**src/rtl/egress_cpld_gen.sv**
```systemverilog
// Completion generator for single-DW BAR register reads: accepts one parsed
// read request, performs one register read and emits a one-beat 3DW completion.
module egress_cpld_gen #(
    parameter int PCIE_DATA_WIDTH = 128,
    parameter int PCIE_DATA_KW    = 16,
    parameter int RD_TIMEOUT      = 255
) (
    input  logic                       clk,
    input  logic                       rst_n,
    input  logic [15:0]                completer_id,
    input  logic                       rdreq_valid,
    output logic                       rdreq_rdy,
    input  logic [15:0]                rdreq_req_id,
    input  logic [7:0]                 rdreq_tag,
    input  logic [2:0]                 rdreq_tc,
    input  logic [1:0]                 rdreq_attr,
    input  logic [9:0]                 rdreq_len,
    input  logic [6:0]                 rdreq_addr,
    input  logic [3:0]                 rdreq_channel,
    input  logic [3:0]                 rdreq_offset,
    output logic                       rd_req,
    output logic [9:0]                 rd_tdest,
    input  logic                       rd_ack,
    input  logic [31:0]                rd_tdata,
    output logic [PCIE_DATA_WIDTH-1:0] cpl_data,
    output logic [PCIE_DATA_KW-1:0]    cpl_keep,
    output logic                       cpl_last,
    output logic                       cpl_valid,
    input  logic                       cpl_rdy
);

    localparam int CW = $clog2(RD_TIMEOUT + 1);

    typedef enum logic [1:0] {IDLE, RD, WAIT, SEND} state_t;

    state_t          state, state_nxt;
    logic [15:0]     req_id_q;
    logic [7:0]      tag_q;
    logic [2:0]      tc_q;
    logic [1:0]      attr_q;
    logic [6:0]      addr_q;
    logic            is_ur_q;
    logic [31:0]     data_q;
    logic [CW-1:0]   cnt_q;

    logic            req_mapped;
    logic            req_single;
    logic            timed_out;

    assign req_single = (rdreq_len == 10'd1);
    assign req_mapped = (rdreq_offset == 4'b0000) || (rdreq_offset == 4'b0001);
    // Fires on the cycle the count would reach RD_TIMEOUT, so SEND lands RD_TIMEOUT+1 cycles after rd_req
    assign timed_out  = (cnt_q == CW'(RD_TIMEOUT - 1));

    always_ff @(posedge clk or negedge rst_n) begin
        if (!rst_n) state <= IDLE;
        else        state <= state_nxt;
    end

    always_comb begin
        state_nxt = state;
        rdreq_rdy = 1'b0;
        rd_req    = 1'b0;
        cpl_valid = 1'b0;
        cpl_last  = 1'b0;
        case (state)
            IDLE: begin
                rdreq_rdy = 1'b1;
                if (rdreq_valid) begin
                    if (req_single && req_mapped) state_nxt = RD;
                    else                          state_nxt = SEND;
                end
            end
            RD: begin
                rd_req    = 1'b1;
                state_nxt = WAIT;
            end
            WAIT: begin
                if (rd_ack || timed_out) state_nxt = SEND;
            end
            SEND: begin
                cpl_valid = 1'b1;
                cpl_last  = 1'b1;
                if (cpl_rdy) state_nxt = IDLE;
            end
            default: state_nxt = IDLE;
        endcase
    end

    always_ff @(posedge clk or negedge rst_n) begin
        if (!rst_n) begin
            req_id_q <= '0;
            tag_q    <= '0;
            tc_q     <= '0;
            attr_q   <= '0;
            addr_q   <= '0;
            is_ur_q  <= 1'b0;
            data_q   <= '0;
            cnt_q    <= '0;
            rd_tdest <= '0;
        end else begin
            case (state)
                IDLE: begin
                    if (rdreq_valid) begin
                        req_id_q <= rdreq_req_id;
                        tag_q    <= rdreq_tag;
                        tc_q     <= rdreq_tc;
                        attr_q   <= rdreq_attr;
                        addr_q   <= rdreq_addr;
                        is_ur_q  <= !req_single;
                        data_q   <= '0;
                        if (req_single && req_mapped)
                            rd_tdest <= {1'b0, 3'b010,
                                         (rdreq_offset == 4'b0000) ? 2'b01 : 2'b00,
                                         rdreq_channel};
                    end
                end
                RD: cnt_q <= '0;
                WAIT: begin
                    if (rd_ack)
                        data_q <= rd_tdata;
                    else if (timed_out)
                        data_q <= '1;
                    if (cnt_q != CW'(RD_TIMEOUT))
                        cnt_q <= cnt_q + CW'(1);
                end
                default: ;
            endcase
        end
    end

    logic [31:0] dw0, dw1, dw2, dw3;

    always_comb begin
        dw0 = {is_ur_q ? 3'b000 : 3'b010, 5'b01010, 1'b0, tc_q, 6'b0, attr_q,
               2'b00, is_ur_q ? 10'd0 : 10'd1};
        dw1 = {completer_id, is_ur_q ? 3'b001 : 3'b000, 1'b0, 12'd4};
        dw2 = {req_id_q, tag_q, 1'b0, addr_q[6:2], 2'b00};
        dw3 = is_ur_q ? 32'h0 : data_q;
        cpl_data = '0;
        cpl_keep = '0;
        // Gated so every completion output reads zero outside SEND, including after reset
        if (state == SEND) begin
            cpl_data = {dw3, dw2, dw1, dw0};
            cpl_keep = is_ur_q ? 16'h0FFF : 16'hFFFF;
        end
    end

endmodule
```
**config.mk**
```make
export PLATFORM = sky130hd
export DESIGN_NAME = egress_cpld_gen
export DESIGN_NICKNAME = d
export VERILOG_FILES = /design/src/rtl/egress_cpld_gen.sv
export SDC_FILE = /design/constraint.sdc
export NUM_CORES = 1
export LEC_CHECK = 0
export ABC_AREA = 1
export BUFFER_PORTS_ARGS = -buffer_cell sky130_fd_sc_hd__buf_2
export CORE_ASPECT_RATIO = 1.4
export CORE_MARGIN = 8
export CORE_UTILIZATION = 47
export CTS_BUF_LIST = sky130_fd_sc_hd__clkbuf_4 sky130_fd_sc_hd__clkbuf_8
export DETAILED_ROUTE_END_ITERATION = 10
export PLACE_DENSITY_LB_ADDON = 0.15
export SLEW_MARGIN = 10
export SYNTH_ARGS = -nofsm -noshare
export SYNTH_HDL_FRONTEND = slang
export SYNTH_SLANG_ARGS = --single-unit
export TNS_END_PERCENT = 100
```
**constraint.sdc**
```tcl
create_clock -name clk -period 2.4 [get_ports clk]
set_clock_uncertainty 0.15 [all_clocks]
set_input_delay 0.36 -clock clk [delete_from_list [all_inputs] [get_ports clk]]
set_output_delay 0.36 -clock clk [all_outputs]
set_load 0.03 [all_outputs]
```
; Yosys cells after proc, flatten, opt, wreduce, memory -nomap -nowiden
; Index checks and enable logic that the tools add are counted.
[classes]
addsub = 1
eq_ne = 12
muxes = 22
reduce_logical = 13
[ops]
columns = cell, count
row1 = $mux 128, 1
row2 = $mux 32, 4
row3 = $pmux 32 s2, 1
row4 = $mux 16, 2
row5 = $pmux 8 s2, 1
row6 = $eq 10x1->1 const B, 1
row7 = $mux 2, 5
row8 = $reduce_and 3->1, 3
row9 = $add 8x1->8 const B, 1
row10 = $eq 8x8->1 const B, 1
row11 = $mux 8, 1
row12 = $ne 2x2->1 const B, 4
row13 = $ne 8x8->1 const B, 1
row14 = $pmux 2 s4, 1
row15 = $mux 1, 6
row16 = $eq 2x2->1 const B, 2
row17 = $eq 4x1->1 const B, 1
row18 = $logic_not 4->1, 1
row19 = $reduce_and 2->1, 2
row20 = $reduce_bool 2->1, 2
row21 = $ne 3x3->1 const B, 1
row22 = $eq 2x1->1 const B, 1
row23 = $logic_not 2->1, 1
row24 = $logic_or 1x1->1, 2
row25 = 2 further kinds, 2
[word_totals]
regBits = 86
in_bits = 107
out_inout_bits = 158

; Depth between registers and ports, before layout
; Gate-level depths: netlist (run 1).
[logic_depth]
ltp_word = 6
mapped_depth = 10
depth_no_buf = 10

; Worst setup path after synthesis (run 1)
; OpenSTA, ideal clock, no wires.
[synth_timing]
kind = register to output
start = register state[1]
end = output port cpl_data[100]
arrival_time_ns = 2.698
slack_ns = -0.808
path_stages_with_launch = 8
path_cell_list = dfrtp_1 -> ha_1 -> buf_2 -> inv_1 -> nor2_1 -> inv_1 -> buf_2 -> nor2_1
[synth_via]
elab_chain_cells = 2
[synth_lines]
columns = element, line_no
row1 = "start, declared", 36  ; state_t state, state_nxt;
row2 = "start signal, assigned", 57  ; else state <= state_nxt;
row3 = $eq 2x2->1, 143  ; if (state == SEND) begin
row4 = $mux 128, 143
row5 = "end, declared", 25  ; output logic [PCIE_DATA_WIDTH-1:0] cpl_data,
; Every way passes these cells.

; Worst setup path after layout (run 1)
[layout_timing]
start = register state[1]
end = output port cpl_data[127]
; Same word-level chain as after synthesis.

==> results of run 1 <==
-- placed cells by master (no fill, tap or decap) --
cell type and count:
a21oi_1 2, or2_2 1, nand2_4 1, o21ai_1 1, dfrtp_2 1, buf_12 4, nand2_1 227, dlygate4sd3_1 1
and2_1 2, bufinv_16 2, buf_2 216, inv_1 103, clkinv_2 4, nor3_1 1, conb_1 44, a21oi_4 1
nor2_2 34, ha_4 1, clkbuf_4 2, clkbuf_8 9, nor2_4 1, o22ai_1 2, nand4_1 1, xor2_1 1
dfrtp_1 82, xnor2_1 1, o21ai_0 37, nand3b_1 1, buf_4 10, ha_1 6, nand3_1 6, nand2_2 4
o21ai_2 32, inv_2 1, clkinv_1 1, nor2_1 15, o21bai_1 1
-- state kept, by name, summed over array words and instances, names as in the netlist --
register,flops
cnt_q,8
addr_q,5
attr_q,2
state,2
tc_q,3
data_q,32
req_id_q,16
tag_q,8
is_ur_q,1
rd_tdest,6
-- stage by stage --
step                      std cells  cell area [um^2]  hold WS [ns]  power (mW)   util
after floorplan                 704              5150       -0.0856        5.53      -
after global placement          978              5910         0.152        6.15  0.577
after detailed placement        978              5910         0.163        6.26  0.577
after CTS                       996              6130        0.0270        7.38  0.599
after global routing            997              6150        0.0421        7.86  0.600
final                           997              6150        0.0458        7.30  0.600
-- metal layers --
metal | share of wire | global-route usage
met5 | 0 | 0
met1 | 0.41 | 0.212
met2 | 0.49 | 0.294
met4 | 0.014 | 0.0713
met3 | 0.083 | 0.0494
-- power groups by stage --
stage               Clock (mW)  Combinational (mW)  Sequential (mW)
detailed placement           0                4.04             2.21
global placement             0                3.97             2.18
floorplan                    0                3.39             2.13
finish                    1.08                4.03             2.19
global route              1.17                4.43             2.25
CTS                       1.12                4.07             2.19
-- worst max path at each step --
stage	start	endpoint	slack, ns	cells after the start
5_1_grt	state[1]$_DFFE_PN0P_	cpl_data[127]	0.03	7
3_5_place_dp	state[0]$_DFFE_PN0P_	data_q[15]$_DFFE_PN0P_	0.41	9
2_1_floorplan	state[0]$_DFFE_PN0P_	cpl_data[100]	0.06	7
6_report	state[1]$_DFFE_PN0P_	cpl_data[127]	0.14	7
4_1_cts	state[1]$_DFFE_PN0P_	cpl_data[127]	0.0003	7
3_3_place_gp	state[0]$_DFFE_PN0P_	data_q[15]$_DFFE_PN0P_	0.45	9
-- final cells by class --
| type | instances | area (um^2) |
|---|---|---|
| Tap cell | 138 | 173 |
| Timing Repair Buffer | 232 | 1250 |
| Inverter | 105 | 394 |
| Fill cell | 954 | 4090 |
| Clock buffer | 10 | 131 |
| Sequential cell | 83 | 2080 |
| Clock inverter | 6 | 80.1 |
| Multi-Input combinational cell | 423 | 2040 |
-- cells by family (layout without fill, tap and decap cells) --
group,after synthesis,after routing,synth area share
XOR/XNOR,2,2,0.00358
adder cells (fa/ha/maj),7,7,0.0179
AO/OA/AOI/OAI,76,76,0.106
AND/OR/NAND/NOR,294,294,0.236
buffers and inverters,198,353,0.212
other,1,44,0.000766
flip-flops,83,83,0.424
-- worst register-to-register path, stage by stage (launching register included) --
cell     delay [ns]
dfrtp_1        0.41
buf_4          0.15
inv_1          0.11
ha_1           0.20
inv_1          0.09
nor2_1         0.21
a21oi_4        0.06
nand2_4        0.26
buf_12         0.23
nand2_1        0.09
o21ai_2        0.06
-- timing repair --
item | 4_1_cts | 5_1_grt
pin swaps | 0 | 1
gates resized for setup | 0 | 2
setup endpoints to repair | 1 | 32
endpoints found under the hold margin | 26 | 0
cloned | 0 | 0
setup buffers | 1 | 1
hold buffers | 1 | 0
==> summary.txt, run 1 <==
Synth
  – Most frequent cell after synthesis: nand2_1
  – Leading post-synthesis cells by cell area: dfrtp_1 (42%), nand2_1 (17%), buf_4 (10%), inv_1 (7.9%), o21ai_2 (5.7%)
  – Top cells by count, synth: nand2_1 (227), inv_1 (103), dfrtp_1 (83)
  – Top cell type's share of synthesized area: 0.424
  – Syn. warnings: 0
  – Seq cells post-synth: 83
  – Post-Synthesis Cell Area: 4890 um^2
  – Seq/Total Area, Yosys: 0.424
  – Top FF cell, synth: dfrtp_1
  – Cell count after synthesis: 661
  – Synth Area per Inst: 7.40 um^2
  – Yosys cell types: 31
  – Number of synthesized flops with an enable pin: 0
  – Post-synth ARST share: 1.00
  – Largest area contributor in the netlist: dfrtp_1

Clocking
  – Root Driver: clkbuf_8
  – Clk sink count: 83
  – H-Tree Level Count: 3
  – TritonCTS clock tree: done
  – Num CTS Buffers: 9
  – Clock buffer depth: 2
  – Clk slew on worst S/H paths: 0.08 ns
  – Worst skew pair latency: 0.35 ns

Critical path
  – FF-to-FF Start: state[0]$_DFFE_PN0P_
  – Slowest cell on the critical path: dfrtp_2
  – Critical path arrival: 1.75 ns
  – Critical Path, Cell by Cell: ha_4 > inv_1 > nor2_4 > inv_1 > buf_12 > nor2_1 > clkbuf_4
  – Critical path startpoint category: flip-flop
  – RR Endpoint: data_q[3]$_DFFE_PN0P_
  – Cells on worst reg2reg path: 10
  – Critical path capture point type: output port
  – Most frequent CP cell: inv_1
  – Worst path bufs/invs: 4
  – Slowest stage delay, CP: 0.44 ns
  – CP max FO: 32
  – Crit path kind: reg2out
  – Flop2flop setup slack: 0.30 ns
  – CP Data Required Time: 1.89 ns
  – Crit-path leading delay family: buffers and inverters

Timing
  – Setup TNS: 0 ns
  – FMAX: 443 MHz
  – Min cycle time layout: 2.26 ns
  – Relative slew slack: 0.490
  – Worst slew pin tran: 0.764 ns
  – Setup violations, final: 0
  – Hold Vio Cnt, Final: 0
  – Slew Viols, Final: 0
  – Final setup margin: 0.142 ns
  – RSZ-0062 raised after global routing: false
  – Period utilization: 0.941

Detailed routing
  – DR vias: 4,425
  – Via density: 4.44
  – Post-Route WL: 12,900 um
  – ANT nets after route: 0
  – Drc violations: 0
  – Initial detailed-routing violation count: 117
  – Drt first pass iters: 4
  – DR WL/cell: 12.9 um

Die
  – Die ar.: 14,000 um^2
  – Die Y: 137 um
  – Cell Rows: 44
  – Starting Density: 0.478
  – Core box area: 10,200 um^2
  – Boundary Pins: 265
  – Die X: 102 um

Final layout
  – Synth-to-layout area growth: 25.6%
  – Layout cells sized above 1: 0.377
  – # diodes: 0
  – Nets: 968

Global route
  – Initial antenna violation count: 0
  – Largest net degree at the start of global routing: 65
  – Vias in the first global route: 4,349
  – GRT Overall Usage: 0.178
  – First-pass GRT wire length: 20,100 um
  – GRT overflow: 0

Place
  – Post-DP HPWL: 10,000 um
  – Gpl congestion: 0.793
  – Setup WS pre-CTS: 0.406 ns
  – PortBufs: 218

Power
  – Logic pwr share: 0.552
  – Clock power share: 0.149
  – Sw power: 3.60 mW
  – Switch share: 0.493
  – Sequential cell fraction of total power: 0.300
  – Static leakage: 3.83 nW
  – Pwr/cell area: 1190 nW/um^2
  – Pint: 3.70 mW
  – Worst vdd ir: 0.681 mV

Run status
  – Status: finished clean

Worst hold path
  – HP Start: rdreq_req_id[12]
  – Worst Hold Class: in2reg
  – Hold Path Sink: req_id_q[12]$_DFFE_PN0N_
  – Worst hold stages: 3

Run
  – Max cap viols: 0
(Power assumes the default switching activity.)
==> inputs of run 2 (changes only) <==
--- a/constraint.sdc
+++ b/constraint.sdc
@@ -4,2 +4,2 @@
 set_output_delay 0.36 -clock clk [all_outputs]
-set_load 0.03 [all_outputs]
+set_load 0.1 [all_outputs]
==> run 2 against run 1 <==
  * Critical path depth shrank 4
  * Critical path type unchanged
  * Sequential power is essentially flat
  * Worst setup slack lost 0.021 ns
  * Final cell count decreased by 0.20%
  * Critical endpoint is now cpl_data[25]
==> summary.txt, run 2 (synthesis results as in run 1) <==
Final layout
  – Commonest non-fill, non-tap cell in the layout: nand2_1
  – Nets: 963 (-0.52%)
  – Fill count: 744 (-22%)
  – Synth-to-layout area growth: 59.0%
  – Biggest registers after layout: data_q (32), req_id_q (16)
  – Most frequent cells in the layout: nand2_1 (227), buf_2 (128), buf_12 (91)
  – Multi-input logic area: 2200 um^2 (+8.2%)
  – Post-layout utilization of the core: 0.760 (+0.160)
  – Max reg flops: 32 (unchanged)
  – Most flops, register: data_q
  – Seq. cell area: 2080 um^2 (about the same)
  – Cell area after layout: 7780 um^2 (+27%)
  – Layout cells sized above 1: 0.436 (+0.0589)

Global route
  – GR Util met3: 0.0509 (+0.00153)
  – GRT overflow: 0 (unchanged)
  – First-pass GRT wire length: 23,500 um (+17%)
  – Met1 Track Usage GR: 0.226 (+0.0143)
  – Initial antenna violation count: 4 (+4)
  – Largest net degree at the start of global routing: 69 (+6.2%)
  – Gr busiest metal: met2
  – Vias in the first global route: 4,990 (+15%)
  – GR Layer Usage met2: 0.377 (+0.0829)
  – GRT Overall Usage: 0.214 (+0.0362)

Timing
  – Hold Vio Cnt, Final: 0 (unchanged)
  – Hold Slack: 0.0457 ns (-0.000117 ns)
  – Worst slew pin tran: 0.814 ns (+0.0494 ns)
  – FMAX: 439 MHz (-0.94%)
  – Relative slew slack: 0.457 (-0.0330)
  – RSZ-0062 raised after global routing: false
  – Setup violations, final: 0 (unchanged)
  – Slew Viols, Final: 0 (unchanged)
  – Period utilization: 0.950 (+0.00891)
  – Min cycle time layout: 2.28 ns (+0.0214 ns)

Die
  – Die Y: 137 um (unchanged)
  – Boundary Pins: 265 (unchanged)
  – Cell Rows: 44 (unchanged)
  – Core box area: 10,200 um^2 (unchanged)
  – Die ar.: 14,000 um^2 (unchanged)
  – Die X: 102 um (unchanged)
  – Starting Density: 0.478 (unchanged)

Place
  – Placed Area: 7550 um^2 (+28%)
  – PortBufs: 218 (unchanged)
  – Post-DP HPWL: 11,900 um (+19%)
  – Gpl congestion: 0.847 (+6.8%)

Clocking
  – H-Tree Level Count: 3 (unchanged)
  – Root Driver: clkbuf_8
  – Worst skew pair latency: 0.35 ns (about the same)
  – Clock buffer depth: 2 (unchanged)
  – Clk slew on worst S/H paths: 0.08 ns (about the same)
  – Setup bufs post-CTS: 0 (-1)
  – TritonCTS clock tree: done
  – Clk sink count: 83 (unchanged)
  – Num CTS Buffers: 9 (unchanged)

Worst hold path
  – HP Start: rdreq_req_id[9]
  – Worst Hold Class: in2reg

Detailed routing
  – Via density: 4.64 (+4.5%)
  – Drt first pass iters: 4 (unchanged)
  – DR vias: 4,616 (+4.3%)
  – Initial detailed-routing violation count: 137 (+17%)
  – DR WL/cell: 15.0 um (+16%)
  – Post-Route WL: 14,900 um (+16%)
  – Drc violations: 0 (unchanged)
  – ANT nets after route: 0 (unchanged)

Power
  – Pwr/cell area: 1430 nW/um^2 (+20%)
  – Total power: 11.1 mW (+52%)
  – Static leakage: 3.58 nW (-6.5%)
  – Worst vdd ir: 0.862 mV (+27%)

Critical path
  – Critical path arrival: 1.77 ns (+0.02 ns)
  – Slowest cell on the critical path: buf_2
  – Slowest stage delay, CP: 0.49 ns (+0.05 ns)
  – FF-to-FF Start: state[0]$_DFFE_PN0P_
  – CP max FO: 68 (+110%)
  – Critical path startpoint category: flip-flop
  – Worst setup path startpoint: state[1]$_DFFE_PN0P_
  – Crit-path leading delay family: buffers and inverters
  – CP Data Required Time: 1.89 ns (about the same)
  – Worst path bufs/invs: 2 (-2)
  – Critical Path, Cell by Cell: ha_4 > buf_12 > buf_2
  – Critical path capture point type: output port
  – Crit path kind: reg2out

Run status
  – Status: finished clean

Run
  – Max cap viols: 0 (unchanged)
-- run 2: changes by cell type in the layout (fill, tap and decap cells not counted), moves of 30 or more --
cell | before | now
buf_12 | 4 | 91
buf_2 | 216 | 128
clkinvlp_4 | 0 | 50
inv_1 | 103 | 51
nor2_2 | 34 | 4
nor2_4 | 1 | 33
-- run 2: final timing paths --
| check | depth (start not counted) | end | slack (ns) |
|---|---|---|---|
| setup / recovery | 3 | cpl_data[25] | 0.12 |
| hold / removal | 3 | req_id_q[9]$_DFFE_PN0N_ | 0.05 |
| setup reg to reg | 9 | data_q[8]$_DFFE_PN0P_ | 0.41 |
| hold reg to reg | 2 | req_id_q[9]$_DFFE_PN0N_ | 0.33 |
| max in group asynchronous | 3 | req_id_q[5]$_DFFE_PN0N_ | 1.08 |
| min in group asynchronous | 2 | data_q[29]$_DFFE_PN0P_ | 0.38 |
-- run 2: report_power, final --
part	switching (mW)	internal (mW)	total [mW]
Clock	0.476	0.554	1.03
Combinational	5.82	2.09	7.91
Sequential	0.293	1.90	2.19
-- run 2: stage by stage --
step | setup WS [ns] | setup TNS (ns) | instances
3_3_place_gp | 0.263 | 0 | 975
3_5_place_dp | 0.214 | 0 | 975
6_report | 0.121 | 0 | 995
5_1_grt | 0.0281 | 0 | 995
2_1_floorplan | -0.614 | -19.39 | 704
4_1_cts | 0.0399 | 0 | 991
-- run 2: repair_timing --
action,in CTS,in global routing
resized for setup,3,1
hold buffers,1,0
hold endpoints to repair,41,0
setup endpoints to repair,32,1
cloned,0,0
-- run 2: worst register-to-register path: cells and delay by family, from the launching register on --
kind | cells | cell delay, ns
AOI/OAI and AO/OA | 2 | 0.13
buffers and inverters | 3 | 0.54
and+or+nand+nor | 3 | 0.45
adders and majority gates | 1 | 0.22
DFF | 1 | 0.43
-- run 2: final cells by class --
class | count | share of cell area
Antenna cell | 4 | 0.00129
Clock inverter | 2 | 0.00450
Inverter | 105 | 0.0761
Multi-Input combinational cell | 423 | 0.283
Tap cell | 138 | 0.0222
Sequential cell | 83 | 0.267
Clock buffer | 13 | 0.0214
Timing Repair Buffer | 227 | 0.324
-- run 2: routing by layer --
| metal | wire length [um] | vias to the layer above | part of all wire |
|---|---|---|---|
| met4 | 536 | 0 | 0.036 |
| met1 | 5310 | 2171 | 0.36 |
| met5 | 0 | - | 0 |
| met3 | 1050 | 32 | 0.070 |
| li1 | - | 2219 | - |
| met2 | 8040 | 194 | 0.54 |
==> inputs of run 3 (changes only) <==
--- a/config.mk
+++ b/config.mk
@@ -8,3 +8,3 @@
 export ABC_AREA = 1
-export BUFFER_PORTS_ARGS = -buffer_cell sky130_fd_sc_hd__buf_2
+export BUFFER_PORTS_ARGS = -buffer_cell sky130_fd_sc_hd__clkbuf_2
 export CORE_ASPECT_RATIO = 1.4
==> constraint.sdc (replaced) <==
create_clock -name clk -period 2.4 [get_ports clk]
set_clock_uncertainty 0.15 [all_clocks]
set_input_delay 0.48 -clock clk [delete_from_list [all_inputs] [get_ports clk]]
set_output_delay 0.48 -clock clk [all_outputs]
set_load 0.1 [all_outputs]
==> run 3 against run 2 <==
  * Sequential cell count stayed put
  * Worst setup slack worse by 0.068 ns
  * Maximum frequency decreased by 2.9%
  * Worst hold slack better by 0.0031 ns
  * Core utilization rose by 3.4 points
  * First-iteration DRC count rose by 52%
  * Wire length grew 3.6%
  * Final area is 4.4% higher
  * Count of clock-buffer cells in the layout did not move
  * Sequential power about the same
  * Power up 6.3%
  * Non-clock buffer count up 3
  * Highest routed layer unchanged
==> summary.txt, run 3 (synthesis results as in run 1) <==
Clocking
  – Root Driver: clkbuf_8
  – Clock buffer depth: 2 (unchanged)
  – H-Tree Level Count: 3 (unchanged)
  – Num CTS Buffers: 9 (unchanged)
  – Clk sink count: 83 (unchanged)
  – Clk slew on worst S/H paths: 0.09 ns (about the same)
  – Post-CTS Hold Buffers: 0 (-1)
  – Worst skew pair latency: 0.35 ns (about the same)
  – TritonCTS clock tree: done

Timing
  – Hold Vio Cnt, Final: 0 (unchanged)
  – Hold Slack: 0.0488 ns (+0.00306 ns)
  – Period utilization: 0.978 (+0.0284)
  – Slew Viols, Final: 0 (unchanged)
  – Min cycle time layout: 2.35 ns (+0.0682 ns)
  – Relative slew slack: 0.468 (+0.0111)
  – RSZ-0062 raised after global routing: true
  – Worst slew pin tran: 0.798 ns (-0.0157 ns)
  – FMAX: 426 MHz (-2.9%)
  – Setup violations, final: 0 (unchanged)
  – Final setup margin: 0.0529 ns (-0.0682 ns)

Final layout
  – Layout cells sized above 1: 0.442 (+0.00562)
  – Synth-to-layout area growth: 66.0%
  – Cell area after layout: 8130 um^2 (+4.4%)
  – Most flops, register: data_q
  – Commonest non-fill, non-tap cell in the layout: nand2_1
  – Fill count: 659 (-11%)
  – Post-layout utilization of the core: 0.794 (+0.0336)
  – Nets: 967 (+0.42%)
  – Biggest registers after layout: data_q (32), req_id_q (16)
  – Most frequent cells in the layout: nand2_1 (226), clkbuf_2 (109), buf_12 (108)
  – Max reg flops: 32 (unchanged)

Place
  – PortBufs: 218 (unchanged)
  – Setup WS pre-CTS: 0.103 ns (-0.112 ns)
  – Gpl congestion: 0.834 (-1.5%)
  – Post-DP HPWL: 12,200 um (+2.5%)
  – Placed Area: 7810 um^2 (+3.4%)

Worst hold path
  – Worst Hold Class: in2async

Critical path
  – Flop2flop setup slack: 0.31 ns (-0.10 ns)
  – Critical Path, Cell by Cell: ha_4 > clkbuf_16 > nand2_1 > clkinvlp_4 > buf_12
  – Slowest stage delay, CP: 0.41 ns (-0.08 ns)
  – CP max FO: 34 (-50%)
  – Critical path startpoint category: flip-flop
  – CP Data Required Time: 1.77 ns (-0.12 ns)
  – Critical path capture point type: output port
  – Crit path kind: reg2out
  – Critical path arrival: 1.72 ns (-0.05 ns)
  – Slowest cell on the critical path: dfrtp_1

Global route
  – Initial antenna violation count: 0 (-4)
  – Largest net degree at the start of global routing: 69 (unchanged)
  – GRT overflow: 0 (unchanged)
  – First-pass GRT wire length: 23,500 um (-0.23%)
  – Vias in the first global route: 4,795 (-3.9%)
  – GRT Overall Usage: 0.216 (+0.00129)

Detailed routing
  – DR WL/cell: 15.5 um (+3.4%)
  – ANT nets after route: 0 (unchanged)
  – Drc violations: 0 (unchanged)
  – Post-Route WL: 15,500 um (+3.6%)
  – Via density: 4.64 (about the same)
  – Drt first pass iters: 4 (unchanged)
  – DR vias: 4,623 (+0.15%)
  – Initial detailed-routing violation count: 208 (+52%)

Power
  – Clock power share: 0.091 (-0.002)
  – Switch share: 0.572 (-0.0200)
  – Pint: 5.07 mW (+12%)
  – Sequential cell fraction of total power: 0.186 (-0.011)
  – Sw power: 6.77 mW (+2.7%)
  – Worst vdd ir: 0.851 mV (-1.4%)
  – Pwr/cell area: 1460 nW/um^2 (+1.8%)
  – Static leakage: 3.70 nW (+3.2%)
  – Logic pwr share: 0.724 (+0.013)

Die
  – Core box area: 10,200 um^2 (unchanged)
  – Cell Rows: 44 (unchanged)
  – Die X: 102 um (unchanged)
  – Die ar.: 14,000 um^2 (unchanged)
  – Die Y: 137 um (unchanged)
  – Boundary Pins: 265 (unchanged)
  – Starting Density: 0.478 (unchanged)

Run
  – Max cap viols: 0 (unchanged)

Run status
  – Status: finished clean
[run 3: cell count changes in the layout (fill, tap and decap cells not counted), moves of 2 or more]
cell	before	now
buf_4	6	8
diode_2	4	1
clkinvlp_4	50	52
buf_12	91	108
clkbuf_2	0	109
clkbuf_4	3	1
buf_2	128	2
[run 3: path summary, 6_finish.rpt]
check,startpoint,to,depth (start not counted)
min in group clk,rdreq_addr[3],addr_q[3]$_DFFE_PN0N_,3
min reg2reg,rd_tdest[7]$_DFFE_PN0P_,rd_tdest[7]$_DFFE_PN0P_,1
min,rst_n,data_q[29]$_DFFE_PN0P_,1
max in group asynchronous,rst_n,req_id_q[10]$_DFFE_PN0N_,2
max reg2reg,state[1]$_DFFE_PN0P_,data_q[25]$_DFFE_PN0P_,10
max,state[0]$_DFFE_PN0P_,cpl_data[80],5
[run 3: final cells by class]
cell class / instances / area, um^2 / share of cell area
Timing Repair inverter: 1 / 11.3 / 0.00139
Clock buffer: 13 / 173 / 0.0213
Multi-Input combinational cell: 423 / 2210 / 0.271
Sequential cell: 83 / 2080 / 0.256
Timing Repair Buffer: 230 / 2840 / 0.350
Clock inverter: 3 / 45.0 / 0.00554
Inverter: 105 / 597 / 0.0735
Tap cell: 138 / 173 / 0.0213
Antenna cell: 1 / 2.50 / 0.000308
[run 3: what timing repair did]
action	4_1_cts	5_1_grt
pin swaps	1	0
buffers inserted	2	1
resized for setup	6	4
cloned	1	1
endpoints found under the setup margin	82	69
[run 3: power by group through the flow]
stage / registers (mW) / clock network, mW / logic [mW]
after global routing: 2.25 / 1.16 / 8.97
after global placement: 2.18 / 0 / 8.27
after CTS: 2.19 / 1.10 / 8.54
final: 2.20 / 1.07 / 8.57
after floorplan: 2.14 / 0 / 6.34
after detailed placement: 2.21 / 0 / 8.43
[run 3: stage by stage]
step	cells	TNS, ns	power (mW)
after global routing	996	-0.221	12.4
after CTS	994	-0.389	11.8
after global placement	975	0	10.4
after floorplan	704	-23.83	8.47
after detailed placement	975	0	10.6
final	997	0	11.8
[run 3: worst max-delay path, delay by kind of cell (launching register included)]
family                   cells  cell delay (ns)
adder cells (fa/ha/maj)      1             0.22
flip-flops                   1             0.41
AND/OR/NAND/NOR              1             0.14
buffers and inverters        3             0.59
[run 3: routing by layer]
metal  routed length, um  track usage
met3                1110       0.0606
met2                8330        0.383
met1                5470        0.226
met4                 587        0.106
met5                   0            0
